**src/rtl/lsu_mem_if.sv**
```systemverilog
// Load/store unit bridging EX/MEM to a handshaked data memory with wait states.
// Optional access timeout is enabled by defining LSU_TIMEOUT_EN.
module lsu_mem_if #(
    parameter int ADDR_W      = 11,
    parameter int TIMEOUT_CYC = 16
) (
    input  logic              clk_i,
    input  logic              reset_i,
    input  logic              req_valid_i,
    input  logic              req_we_i,
    input  logic [1:0]        req_size_i,
    input  logic              req_signed_i,
    input  logic [ADDR_W-1:0] req_addr_i,
    input  logic [31:0]       req_wdata_i,
    input  logic [4:0]        req_rd_i,
    output logic              busy_o,
    output logic              rsp_valid_o,
    output logic [31:0]       rsp_rdata_o,
    output logic [4:0]        rsp_rd_o,
    output logic              err_o,
    output logic [1:0]        err_cause_o,
    output logic              mem_req_o,
    output logic              mem_wen_o,
    output logic [3:0]        mem_wmask_o,
    output logic [ADDR_W-1:0] mem_addr_o,
    output logic [31:0]       mem_wdata_o,
    input  logic [31:0]       mem_rdata_i,
    input  logic              mem_ack_i
);

    typedef enum logic [0:0] {IDLE = 1'b0, WAIT = 1'b1} state_t;

    if (ADDR_W < 3 || TIMEOUT_CYC < 1) begin : g_param_chk
        $error("lsu_mem_if: ADDR_W must be >= 3 and TIMEOUT_CYC >= 1");
    end

    // Select the addressed byte/half lane and extend it to 32 bits.
    function automatic logic [31:0] load_align(input logic [31:0] word, input logic [1:0] size,
                                               input logic [1:0] lane, input logic sgn);
        logic [7:0]  b;
        logic [15:0] h;
        b = word[8*lane +: 8];
        h = lane[1] ? word[31:16] : word[15:0];
        case (size)
            2'b00:   load_align = {{24{sgn & b[7]}}, b};
            2'b01:   load_align = {{16{sgn & h[15]}}, h};
            default: load_align = word;
        endcase
    endfunction

    state_t            state_q, state_d;
    logic              busy_q, busy_d, rsp_valid_q, rsp_valid_d, err_q, err_d;
    logic [31:0]       rsp_rdata_q, rsp_rdata_d, mem_wdata_q, mem_wdata_d;
    logic [4:0]        rsp_rd_q, rsp_rd_d, rd_q, rd_d;
    logic [1:0]        err_cause_q, err_cause_d, size_q, size_d, lane_q, lane_d;
    logic              mem_req_q, mem_req_d, mem_wen_q, mem_wen_d, we_q, we_d, sgn_q, sgn_d;
    logic [3:0]        mem_wmask_q, mem_wmask_d;
    logic [ADDR_W-1:0] mem_addr_q, mem_addr_d;
    logic              misaligned_s, timeout_s;

`ifdef LSU_TIMEOUT_EN
    localparam int CNT_W = $clog2(TIMEOUT_CYC + 1);
    logic [CNT_W-1:0] cnt_q, cnt_d;
    // Abort fires on the WAIT cycle in which the count would reach TIMEOUT_CYC.
    assign timeout_s = (cnt_q == CNT_W'(TIMEOUT_CYC - 1));
`else
    assign timeout_s = 1'b0;
`endif

    assign misaligned_s = ((req_size_i == 2'b01) && req_addr_i[0]) ||
                          (req_size_i[1] && (req_addr_i[1:0] != 2'b00));

    // Next-state and next-output computation.
    always_comb begin
        state_d     = state_q;
        busy_d      = busy_q;
        rsp_valid_d = 1'b0;
        rsp_rdata_d = rsp_rdata_q;
        rsp_rd_d    = rsp_rd_q;
        err_d       = 1'b0;
        err_cause_d = 2'd0;
        mem_req_d   = mem_req_q;
        mem_wen_d   = mem_wen_q;
        mem_wmask_d = mem_wmask_q;
        mem_addr_d  = mem_addr_q;
        mem_wdata_d = mem_wdata_q;
        we_d        = we_q;
        sgn_d       = sgn_q;
        size_d      = size_q;
        lane_d      = lane_q;
        rd_d        = rd_q;
`ifdef LSU_TIMEOUT_EN
        cnt_d       = cnt_q;
`endif
        case (state_q)
            IDLE: begin
                if (req_valid_i && misaligned_s) begin
                    err_d       = 1'b1;
                    err_cause_d = req_we_i ? 2'd2 : 2'd1;
                end else if (req_valid_i) begin
                    state_d     = WAIT;
                    busy_d      = 1'b1;
                    mem_req_d   = 1'b1;
                    mem_wen_d   = ~req_we_i;
                    mem_addr_d  = {req_addr_i[ADDR_W-1:2], 2'b00};
                    we_d        = req_we_i;
                    sgn_d       = req_signed_i;
                    size_d      = req_size_i;
                    lane_d      = req_addr_i[1:0];
                    rd_d        = req_rd_i;
`ifdef LSU_TIMEOUT_EN
                    cnt_d       = '0;
`endif
                    case (req_size_i)
                        2'b00: begin
                            mem_wmask_d = 4'b0001 << req_addr_i[1:0];
                            mem_wdata_d = {4{req_wdata_i[7:0]}};
                        end
                        2'b01: begin
                            mem_wmask_d = req_addr_i[1] ? 4'b1100 : 4'b0011;
                            mem_wdata_d = {2{req_wdata_i[15:0]}};
                        end
                        default: begin
                            mem_wmask_d = 4'b1111;
                            mem_wdata_d = req_wdata_i;
                        end
                    endcase
                    if (!req_we_i) begin
                        mem_wmask_d = 4'b0000;
                    end else begin
                        mem_wmask_d = mem_wmask_d;
                    end
                end else begin
                    state_d = IDLE;
                end
            end
            WAIT: begin
                if (mem_ack_i || timeout_s) begin
                    state_d     = IDLE;
                    busy_d      = 1'b0;
                    mem_req_d   = 1'b0;
                    mem_wen_d   = 1'b1;
                    mem_wmask_d = 4'b0000;
                    if (mem_ack_i && !we_q) begin
                        rsp_valid_d = 1'b1;
                        rsp_rdata_d = load_align(mem_rdata_i, size_q, lane_q, sgn_q);
                        rsp_rd_d    = rd_q;
                    end else if (!mem_ack_i) begin
                        err_d       = 1'b1;
                        err_cause_d = 2'd3;
                    end else begin
                        rsp_valid_d = 1'b0;
                    end
                end else begin
`ifdef LSU_TIMEOUT_EN
                    cnt_d = cnt_q + CNT_W'(1);
`endif
                    state_d = WAIT;
                end
            end
            default: state_d = IDLE;
        endcase
    end

    // State and output registers; reset aborts any outstanding access.
    always_ff @(posedge clk_i or negedge reset_i) begin
        if (!reset_i) begin
            state_q     <= IDLE;
            busy_q      <= 1'b0;
            rsp_valid_q <= 1'b0;
            rsp_rdata_q <= 32'h0000_0000;
            rsp_rd_q    <= 5'd0;
            err_q       <= 1'b0;
            err_cause_q <= 2'd0;
            mem_req_q   <= 1'b0;
            mem_wen_q   <= 1'b1;
            mem_wmask_q <= 4'b0000;
            mem_addr_q  <= '0;
            mem_wdata_q <= 32'h0000_0000;
            we_q        <= 1'b0;
            sgn_q       <= 1'b0;
            size_q      <= 2'd0;
            lane_q      <= 2'd0;
            rd_q        <= 5'd0;
`ifdef LSU_TIMEOUT_EN
            cnt_q       <= '0;
`endif
        end else begin
            state_q     <= state_d;
            busy_q      <= busy_d;
            rsp_valid_q <= rsp_valid_d;
            rsp_rdata_q <= rsp_rdata_d;
            rsp_rd_q    <= rsp_rd_d;
            err_q       <= err_d;
            err_cause_q <= err_cause_d;
            mem_req_q   <= mem_req_d;
            mem_wen_q   <= mem_wen_d;
            mem_wmask_q <= mem_wmask_d;
            mem_addr_q  <= mem_addr_d;
            mem_wdata_q <= mem_wdata_d;
            we_q        <= we_d;
            sgn_q       <= sgn_d;
            size_q      <= size_d;
            lane_q      <= lane_d;
            rd_q        <= rd_d;
`ifdef LSU_TIMEOUT_EN
            cnt_q       <= cnt_d;
`endif
        end
    end

    assign busy_o      = busy_q;
    assign rsp_valid_o = rsp_valid_q;
    assign rsp_rdata_o = rsp_rdata_q;
    assign rsp_rd_o    = rsp_rd_q;
    assign err_o       = err_q;
    assign err_cause_o = err_cause_q;
    assign mem_req_o   = mem_req_q;
    assign mem_wen_o   = mem_wen_q;
    assign mem_wmask_o = mem_wmask_q;
    assign mem_addr_o  = mem_addr_q;
    assign mem_wdata_o = mem_wdata_q;

endmodule

```
**config.mk**
```make
export PLATFORM = sky130hd
export DESIGN_NAME = lsu_mem_if
export DESIGN_NICKNAME = d
export VERILOG_FILES = /design/src/rtl/lsu_mem_if.sv
export SDC_FILE = /design/constraint.sdc
export NUM_CORES = 1
export LEC_CHECK = 0
export ABC_CLOCK_PERIOD_IN_PS = 4100
export BUFFER_PORTS_ARGS = -buffer_cell sky130_fd_sc_hd__buf_2
export CAP_MARGIN = 20
export CORE_UTILIZATION = 30
export DETAILED_ROUTE_END_ITERATION = 10
export GPL_ROUTABILITY_DRIVEN = 0
export PLACE_DENSITY = 0.58
export SETUP_SLACK_MARGIN = 0.15
export SYNTH_ARGS = -nofsm -noshare
export SYNTH_HDL_FRONTEND = slang
export SYNTH_SLANG_ARGS = --single-unit
```
**constraint.sdc**
```tcl
create_clock -name clk_i -period 4.1 [get_ports clk_i]
set_input_delay 0 -clock clk_i [delete_from_list [all_inputs] [get_ports clk_i]]
set_output_delay 0 -clock clk_i [all_outputs]
set_load 0.03 [all_outputs]
```
==> impl_metrics.sql <==
INSERT INTO impl_metrics (metric_group, metric, value, unit) VALUES
('logic_synthesis', 'post_synth_instance_area', '4700', 'sq um'),
('logic_synthesis', 'synthDominantCellAreaShare', '0.527', ''),
('sta', 'drv_slew', '0', ''),
('critical_path', 'number_of_gates_on_the_worst_path_with_buffers_counted', '4', ''),
('clocking', 'clkSlewWorstSetupHoldPaths', '0.07', 'ns'),
('routing', 'via_count', '4236', ''),
('routing', 'antenna_violating_nets_post_route', '0', ''),
('sta', 'finalCriticalPeriod', '2.41', 'ns'),
('routing', 'dr.pass1.iters', '4', ''),
('pwr', 'power_density', '597', 'nW/um^2'),
('global_route', 'grt_max_degree', '65', ''),
('global_route', 'groute.layer.met2.usage', '0.311', ''),
('flow_run', 'maxCapViolCount', '0', ''),
('floorplanning', 'pin_count', '179', ''),
('sta', 'setup_viol', '0', ''),
('logic_synthesis', 'dominantRegCellSynth', 'sky130_fd_sc_hd__dfrtp_1', ''),
('layout', 'fin_nets', '750', ''),
('logic_synthesis', 'yosysUniqueCellTypes', '38', ''),
('clocking', 'cts.path.max_buffers', '2', ''),
('place', 'placed_cell_area', '5740', 'sq um'),
('logic_synthesis', 'commonest_cells_in_the_synthesized_netlist', '99 x sky130_fd_sc_hd__dfrtp_1, 68 x sky130_fd_sc_hd__nand2_1, 34 x sky130_fd_sc_hd__o21ai_0', ''),
('floorplanning', 'fp.coreArea', '15300', 'sq um'),
('global_route', 'gr-usage-all-layers', '0.180', ''),
('global_route', 'first_pass_grt_wire_length', '22500', 'um'),
('global_route', 'grt.busiest_layer', 'met2', ''),
('logic_synthesis', 'synthMostInstantiatedCell', 'sky130_fd_sc_hd__dfrtp_1', ''),
('clocking', 'cts.htree.levels', '3', ''),
('floorplanning', 'initial_core_util', '0.308', ''),
('sta', 'maxClockFrequency', '415', 'MHz'),
('routing', 'routed_wire_length_per_instance', '16.1', 'um'),
('sta', 'max-slew-margin-rel', '0.311', ''),
('run_status', 'status', 'finished clean', ''),
('global_route', 'global_route.overflow_total', '0', ''),
('min_path', 'min_path_cells', '3', ''),
('clocking', 'clk_root_buffer_cell', 'sky130_fd_sc_hd__clkbuf_16', ''),
('global_route', 'groute.layer.met3.usage', '0.0523', ''),
('critical_path', 'worst_path_dominant_cell_family', 'flip-flops', ''),
('logic_synthesis', 'synthCells', '427', ''),
('critical_path', 'rr_worst_depth', '4', ''),
('critical_path', 'crit_path_max_fanout', '22', ''),
('critical_path', 'timing.setup.critical_path_class', 'reg2reg', ''),
('layout', 'n_antenna_cell', '0', ''),
('global_route', 'first_global_vias', '4369', ''),
('critical_path', 'startpoint_type', 'flop', ''),
('logic_synthesis', 'yosysWarnings', '0', ''),
('routing', 'detail_route.vias_per_cell', '4.82', ''),
('place', 'post-dp-hpwl', '9340', 'um'),
('logic_synthesis', 'ys_ff_latch', '100', ''),
('routing', 'drc', '0', ''),
('global_route', 'antenna_found_initial', '0', ''),
('critical_path', 'worst-endpoint-arrival', '2.63', 'ns'),
('logic_synthesis', 'synth_top_cells_by_area', 'sky130_fd_sc_hd__dfrtp_1 53%, sky130_fd_sc_hd__mux2_2 7.4%, sky130_fd_sc_hd__mux2i_1 6.6%', ''),
('floorplanning', 'row_count', '45', ''),
('logic_synthesis', 'avgSynthCellArea', '11.0', 'sq um'),
('critical_path', 'worstSetupEndpointType', 'flop', ''),
('floorplanning', 'die-width', '127', 'um'),
('sta', 'grt_setup_unrepaired', 'no', ''),
('logic_synthesis', 'synth_largest_area_cell', 'sky130_fd_sc_hd__dfrtp_1', ''),
('clocking', 'tritoncts_clock_tree', 'yes', ''),
('floorplanning', 'chipHeight', '127', 'um'),
('min_path', 'min-delay-path-class', 'in2reg', ''),
('clocking', 'cts_buffers', '9', ''),
('logic_synthesis', 'synth-seq-area-share', '0.532', ''),
('layout', 'post_route_cells_drive_above_1_share', '0.372', ''),
('sta', 'clock-skew-final', '0.00643', 'ns'),
('layout', 'syn2layout_area_growth', '44.3', '%'),
('critical_path', 'cpPeakStageDelay', '1.00', 'ns'),
('critical_path', 'critical_path.n_buffers_inverters', '0', ''),
('routing', 'dr.first_iter.drc_count', '185', ''),
('place', 'placement.io_buffers', '176', ''),
('pwr', 'max-vdd-ir-drop', '0.000310', 'V');
## what timing repair did
action	CTS	global route
buffers inserted	0	0
hold endpoints to repair	134	0
gates resized for setup	0	0
endpoints found under the setup margin	0	0
hold buffers	75	0
## state kept, by name, summed over array words and instances, names as in the netlist, 2 cells and up
signal       flops
err_cause_o      2
lane_q           2
mem_addr_o       9
mem_wdata_o     32
mem_wmask_o      4
rd_q             5
rsp_rd_o         5
rsp_rdata_o     32
size_q           2
## layer usage
layer / up-vias / routed length, um
met4: 0 / 282
met5: - / 0
met2: 194 / 6890
met1: 2047 / 5940
li1: 1974 / -
met3: 21 / 1060
## logic make-up (layout without fill, tap and decap cells)
group | after synthesis | count (layout) | share of synthesized area
compound gates | 70 | 70 | 0.0952
buf+inv | 37 | 276 | 0.0386
mux | 69 | 69 | 0.174
other cells | 1 | 2 | 0.000797
flops | 100 | 100 | 0.532
simple gates | 150 | 150 | 0.160
## cell usage in the layout, fill, tap and decap left out, types with 9 or more instances in the layout
cell type and count:
sky130_fd_sc_hd__a21oi_1 14, sky130_fd_sc_hd__a221o_1 12, sky130_fd_sc_hd__and3_1 13, sky130_fd_sc_hd__buf_2 175, sky130_fd_sc_hd__clkbuf_16 9, sky130_fd_sc_hd__dfrtp_1 99, sky130_fd_sc_hd__dlygate4sd3_1 75, sky130_fd_sc_hd__mux2_2 31
sky130_fd_sc_hd__mux2i_1 31, sky130_fd_sc_hd__nand2_1 68, sky130_fd_sc_hd__nand3_1 25, sky130_fd_sc_hd__nand3_2 10, sky130_fd_sc_hd__nor2_1 17, sky130_fd_sc_hd__o21ai_0 34
## final timing paths
kind,endpoint,from,slack [ns]
min in group asynchronous,rsp_rdata_o[5],reset_i,0.26
worst min-delay path,rsp_rdata_o[7],mem_rdata_i[7],0.02
worst max-delay path,rsp_rdata_o[18],lane_q[1],1.69
max in group asynchronous,rsp_rdata_o[22],reset_i,2.78
worst min register to register,rsp_rd_o[0],rd_q[0],0.47
worst max register to register,rsp_rdata_o[18],lane_q[1],1.69
## final cells by class
| type | count | area (sq um) |
|---|---|---|
| Multi-Input combinational cell | 291 | 2030 |
| Sequential cell | 100 | 2500 |
| Fill cell | 1431 | 8470 |
| Clock inverter | 4 | 48.8 |
| Clock buffer | 12 | 246 |
| Inverter | 5 | 18.8 |
| Tap cell | 211 | 264 |
| Timing Repair Buffer | 255 | 1680 |
## tightest hold or removal path, delay by kind of cell
family / cells / cell delay (ns)
AOI/OAI and AO/OA: 2 / 0.20
buffers and inverters: 1 / 0.12
## power breakdown
group	leakage, nW	internal, mW	total [mW]	switching (mW)
Combinational	2.04	0.585	1.64	1.05
Clock	0.147	0.490	0.863	0.374
Sequential	1.23	1.31	1.55	0.242
## per-stage QoR
| step | power (mW) | worst slack, ns | hold slack, ns | instances |
|---|---|---|---|---|
| 6_report | 4.05 | 1.69 | 0.0210 | 878 |
| 5_1_grt | 4.29 | 1.51 | 0.0150 | 878 |
| 4_1_cts | 4.10 | 1.66 | 0.000527 | 878 |
| 3_5_place_dp | 3.16 | 1.67 | 0.132 | 787 |
| 3_3_place_gp | 3.12 | 1.71 | 0.132 | 787 |
| 2_1_floorplan | 2.63 | 2.48 | -0.296 | 428 |
Power figures use the tool's default switching activity.
